==> config.mk <==
export PLATFORM = sky130hd
export DESIGN_NAME = sha3_absorb_padder
export DESIGN_NICKNAME = d
export VERILOG_FILES = /design/src/rtl/sha3_absorb_padder.sv
export SDC_FILE = /design/constraint.sdc
export NUM_CORES = 2
export LEC_CHECK = 0
export ABC_AREA = 1
export CAP_MARGIN = 20
export CORE_AREA = 3 3 456 458
export DETAILED_ROUTE_END_ITERATION = 8
export DIE_AREA = 0 0 459 461
export SYNTH_ARGS = -nofsm -noshare
export SYNTH_HDL_FRONTEND = slang
export SYNTH_SLANG_ARGS = --single-unit
==> constraint.sdc <==
create_clock -name clk -period 2.28 [get_ports clk]
set_input_delay 0.456 -clock clk [delete_from_list [all_inputs] [get_ports clk]]
set_output_delay 0.456 -clock clk [all_outputs]
set_load 0.005 [all_outputs]
==> src/rtl/sha3_absorb_padder.sv <==
// SHA3-256 absorb-side padder: packs 64-bit little-endian message words into
// 17-lane rate blocks, applies pad10*1 with domain suffix 0x06, and hands each block downstream.
module sha3_absorb_padder #(
  localparam int RATE_LANES = 17
) (
  input  logic                        clk,
  input  logic                        rst,
  input  logic                        in_valid,
  output logic                        in_ready,
  input  logic [63:0]                 in_data,
  input  logic [3:0]                  in_bytes,
  input  logic                        in_last,
  output logic                        blk_valid,
  input  logic                        blk_ready,
  output logic [RATE_LANES-1:0][63:0] blk_data,
  output logic                        blk_last
);

  localparam int RATE_BYTES = RATE_LANES * 8;
  localparam logic [4:0] LAST_LANE = 5'(RATE_LANES - 1);
  localparam logic [RATE_LANES-1:0][63:0] PAD_ONLY =
    {8'h80, {(RATE_BYTES * 8 - 16){1'b0}}, 8'h06};

  typedef enum logic {FILL, OUT} state_t;

  state_t                        state_reg, state_next;
  logic [4:0]                    lane_reg, lane_next;
  logic                          need_pad_reg, need_pad_next;
  logic                          blk_last_reg, blk_last_next;
  logic [RATE_LANES-1:0][63:0]   buffer_reg, buffer_next;

  logic [3:0]                    eff_bytes;
  logic [7:0]                    pad_pos;
  logic [63:0]                   word_masked;
  logic [RATE_BYTES*8-1:0]       pad_vec;

  // Byte count only matters on the last word; out-of-range counts saturate at a full word.
  assign eff_bytes = !in_last ? 4'd8 : ((in_bytes > 4'd8) ? 4'd8 : in_bytes);
  assign pad_pos   = {lane_reg, 3'b000} + {4'b0000, eff_bytes};

  generate
    for (genvar gi = 0; gi < 8; gi++) begin : g_mask
      assign word_masked[8*gi +: 8] = (4'(gi) < eff_bytes) ? in_data[8*gi +: 8] : 8'h00;
    end
    // Suffix byte lands at pad_pos; the closing 0x80 always sits in the top byte of the rate.
    for (genvar gi = 0; gi < RATE_BYTES; gi++) begin : g_pad
      assign pad_vec[8*gi +: 8] = ((pad_pos == 8'(gi)) ? 8'h06 : 8'h00) |
                                  ((gi == RATE_BYTES - 1) ? 8'h80 : 8'h00);
    end
  endgenerate

  always_ff @(posedge clk) begin
    if (rst) begin
      state_reg    <= FILL;
      lane_reg     <= '0;
      need_pad_reg <= 1'b0;
      blk_last_reg <= 1'b0;
      buffer_reg   <= '0;
    end else begin
      state_reg    <= state_next;
      lane_reg     <= lane_next;
      need_pad_reg <= need_pad_next;
      blk_last_reg <= blk_last_next;
      buffer_reg   <= buffer_next;
    end
  end

  always_comb begin
    state_next    = state_reg;
    lane_next     = lane_reg;
    need_pad_next = need_pad_reg;
    blk_last_next = blk_last_reg;
    buffer_next   = buffer_reg;
    case (state_reg)
      FILL: begin
        if (in_valid) begin
          buffer_next[lane_reg] = word_masked;
          if (!in_last) begin
            if (lane_reg == LAST_LANE) begin
              state_next    = OUT;
              blk_last_next = 1'b0;
            end else begin
              lane_next = lane_reg + 5'd1;
            end
          end else if (lane_reg == LAST_LANE && eff_bytes == 4'd8) begin
            // Message exactly fills the rate: padding needs a block of its own.
            state_next    = OUT;
            blk_last_next = 1'b0;
            need_pad_next = 1'b1;
          end else begin
            buffer_next   = buffer_next | pad_vec;
            state_next    = OUT;
            blk_last_next = 1'b1;
          end
        end
      end
      OUT: begin
        if (blk_ready) begin
          lane_next = '0;
          if (need_pad_reg) begin
            buffer_next   = PAD_ONLY;
            blk_last_next = 1'b1;
            need_pad_next = 1'b0;
          end else begin
            buffer_next   = '0;
            state_next    = FILL;
            blk_last_next = 1'b0;
          end
        end
      end
      default: state_next = FILL;
    endcase
  end

  assign in_ready  = (state_reg == FILL) && !rst;
  assign blk_valid = (state_reg == OUT);
  assign blk_data  = buffer_reg;
  assign blk_last  = blk_last_reg;

endmodule

==> key figures <==
Status
  • Outcome: complete, no violations

Worst setup path
  • Setup crit end kind: flop
  • WP data required: 2.96 ns
  • Worst Path Buf+Inv: 2
  • Setup Crit Path Kind: reg -> reg
  • Max FO, Critical Path: 29
  • Worst EP arrival: 2.94 ns
  • Top delay family on crit path: simple AND/OR/NAND/NOR gates
  • Slowest cell on crit path: nor2_2
  • Worst path max stage delay: 0.39 ns
  • Cell chain of the critical path: nor2_1 > nand2_2 > nor2_2 > inv_1 > nor2_4 > buf_12 > nand2_1 > a21oi_1
  • Startpoint Class: flop

STA
  • Post-layout minimum cycle time: 2.26 ns
  • Setup TNS: 0 ns
  • Worst clock skew: 0.0639 ns
  • Final worst path period share: around 99%
  • Achievable Freq: 0.442 GHz
  • Setup violators final: 0
  • Final worst setup slack: ~0.016 ns
  • Endpoints failing hold: 0
  • Slew Limit Headroom: between 30% and 40%
  • Slew Viols, Final: 0
  • RSZ-0062 raised after global routing: true
  • Worst-Margin Slew: 1.03 ns

CTS
  • Htree depth: 3
  • Worst-case clock buffer depth: 3
  • Hold buffer count at cts: 0
  • Root Buffer: clkbuf_16
  • Clk_lat worst skew: 0.79 ns
  • CTS tree: done
  • Clock Sinks: about 1.1k
  • Clock-pin slew on the worst setup and hold paths: around 0.060 ns
  • CTS Buf Count: 121

Worst hold path
  • Min-Delay Path Class: in -> reg

Synthesis
  • Sequential share of the synthesized area: 53.9%
  • Top post-synthesis cells by area: dfxtp_1, nand2_1, a21oi_1
  • Synth Instances: ~5.3k
  • Most area-hungry cell type in the Yosys netlist: dfxtp_1
  • Mapped Area: 0.0407 mm2
  • Syn nets: between 5k and 6k
  • Mean post-synth cell area: around 7.7 um2
  • Top-area cell type share of the netlist area: ~54%
  • Yosys reg bits: ~1.1k
  • Yosys synthesis warning count: 0
  • Count of cell types in the netlist: 38

Global routing
  • Global-route wire length before repair: 333 mm
  • Largest net degree at the start of global routing: 109
  • Gr usage total: 22.2%
  • Initial antenna violation count: 38
  • Total gr overflow: 0
  • Vias in the first global route: 42.0k

Route
  • Drt via density: 4.70
  • Post-route ant nets: 0
  • Final wirelength: ~250 mm
  • Drt pass-1 iters: 8
  • DRT iter0 DRCs: 4,445
  • Routed WL per cell: 26.3 um
  • DRC viols: 0
  • Vias: 44.2k

Power and ir drop
  • Sequential power share: 44.2%
  • Static leakage: 22.1 nW
  • Internal power: 32.3 mW
  • NetSw: about 12 mW
  • Clock power share: 46.4%
  • Comb pwr share: 9.4%
  • Switching share of power: 26.4%
  • VDD IR max: between 0.0006 and 0.0007 V
  • Pwr/cell area: 681 mW/mm2

Final layout
  • Final layout net count: about 6.7k
  • Area growth from synthesis to layout: 58.2%
  • Layout cell share with drive strength beyond 1: 12.6%
  • Number of flip-flops in the largest register: roughly 1.1k

Placed design
  • DP HPWL: 186 mm
  • Pre-CTS worst setup slack: -0.546 ns
  • Routability Congestion: roughly 0.89
  • PortBufs: 1,163

Die
  • DIE HEIGHT: between 400 and 500 um
  • Rows: 166
  • Boundary pin count: about 1.2k
  • Width of the chip: ~460 um
  • Die footprint: about 0.21 mm2
  • Starting density of the core: 19.9%
  • CORE AREA: 0.204 mm2

Job
  • Max-Cap Viols: 0
-- cells in the final DEF, fill, tap and decap left out, drive strengths merged, types with 8 or more instances in the layout --
| cell type | Yosys | layout |
|---|---|---|
| nor2 | 98 | 98 |
| a22oi | 105 | 105 |
| diode | 0 | 17 |
| nand3 | 169 | 169 |
| dlygate4sd2 | 0 | 107 |
| o21ai | 74 | 74 |
| clkinv | 16 | 33 |
| bufinv | 0 | 10 |
| dfxtp | 1096 | 1096 |
| clkbuf | 205 | 168 |
| buf | 227 | 481 |
| a31oi | 93 | 93 |
| nand2 | 2014 | 2014 |
| clkinvlp | 0 | 8 |
| nor3 | 15 | 15 |
| clkdlybuf4s50 | 0 | 1044 |
| inv | 134 | 152 |
| a21oi | 1004 | 1004 |
-- cell type report --
class / instances / area, um2
fillers: 21342 / 140000
flip-flops and latches: 1096 / 22000
repair buffers: 1635 / 17700
multi-input cells: 3589 / 16700
clock buffers: 167 / 3400
well taps: 2688 / 3360
clock inverters: 53 / 699
inverters: 150 / 566
diodes: 17 / 42.5
-- per-layer routing --
layer / global-route usage [%] / share of wire [%] / wire length, um
met2: 35.0 / 45 / 110000
met4: 10.7 / 5.4 / 13400
met5: 0 / 0.062 / 154
met1: 27.4 / 40 / 99200
met3: 6.97 / 9.9 / 24400
-- worst paths after layout --
kind | start | endpoint | slack, ns | cells after the start
max | lane_reg[3] | blk_data[51] | 0.02 | 8
min | rst | blk_data[523] | 0.15 | 2
max reg2reg | lane_reg[3] | blk_data[51] | 0.02 | 8
min reg2reg | blk_data[1005] | blk_data[1005] | 0.46 | 2
-- per-stage QoR --
| stage | util [%] | instance area (um2) | std cells | power, mW | hold WS [ns] |
|---|---|---|---|---|---|
| CTS | 31.4 | 64200 | 9373 | 44.2 | 0.0608 |
| detailed placement | 29.4 | 60100 | 9148 | 23.9 | 0.451 |
| finish | 31.5 | 64400 | 9395 | 43.8 | 0.149 |
| global placement | 29.4 | 60100 | 9148 | 23.9 | 0.444 |
| global route | 31.5 | 64400 | 9388 | 45.1 | 0.0833 |
| floorplan | - | 40700 | 5267 | 21.1 | 0.456 |
-- synthesized netlist by cell type --
| master | number |
|---|---|
| xnor2_4 | 1 |
| buf_6 | 1 |
| inv_4 | 1 |
| ha_1 | 6 |
| nand2_2 | 6 |
| a21oi_2 | 1 |
| a22oi_1 | 105 |
| nand3_1 | 166 |
| buf_2 | 183 |
| nor2_1 | 51 |
| buf_4 | 33 |
| o211ai_1 | 1 |
| clkinv_1 | 16 |
| nor3_2 | 5 |
| nand4_1 | 5 |
| a21oi_1 | 1003 |
| inv_2 | 23 |
| nand2_4 | 4 |
| o21ai_1 | 2 |
| nand2_8 | 1 |
| nor2_8 | 1 |
| or2_2 | 2 |
| clkbuf_1 | 205 |
| inv_1 | 110 |
| nor2_4 | 14 |
| o21ai_2 | 17 |
| nor3_4 | 6 |
| nand4_2 | 1 |
| nand3_2 | 3 |
| a31oi_1 | 92 |
| nor2_2 | 32 |
| buf_1 | 10 |
| xor2_1 | 1 |
| o21ai_0 | 55 |
| a31oi_2 | 1 |
| dfxtp_1 | 1096 |
| nor3_1 | 4 |
| nand2_1 | 2003 |
-- power groups by stage --
stage | Clock (mW) | Combinational (mW) | Sequential, mW
2_1_floorplan | 0 | 1.35 | 19.8
3_3_place_gp | 0 | 4.07 | 19.8
3_5_place_dp | 0 | 4.09 | 19.8
4_1_cts | 20.7 | 4.10 | 19.4
5_1_grt | 21.5 | 4.27 | 19.4
6_report | 20.4 | 4.12 | 19.4
-- cells by family (layout without fill, tap and decap cells) --
kind of cell / Yosys count / count (layout) / share of synthesized area (%)
simple gates: 2304 / 2304 / 22.8
other cells: 0 / 17 / 0
compound gates: 1277 / 1277 / 16.8
flops: 1096 / 1096 / 53.9
xor+xnor: 2 / 2 / 0.0891
buf+inv: 582 / 2005 / 6.26
fa+ha+maj: 6 / 6 / 0.184
-- repair_timing --
action	CTS	global route
setup buffers	5	4
hold endpoints to repair	0	0
endpoints found under the setup margin	313	341
pin swaps	3	6
gates resized for setup	124	27
cloned	0	1
Note: power is estimated with default switching activity, not from simulation.
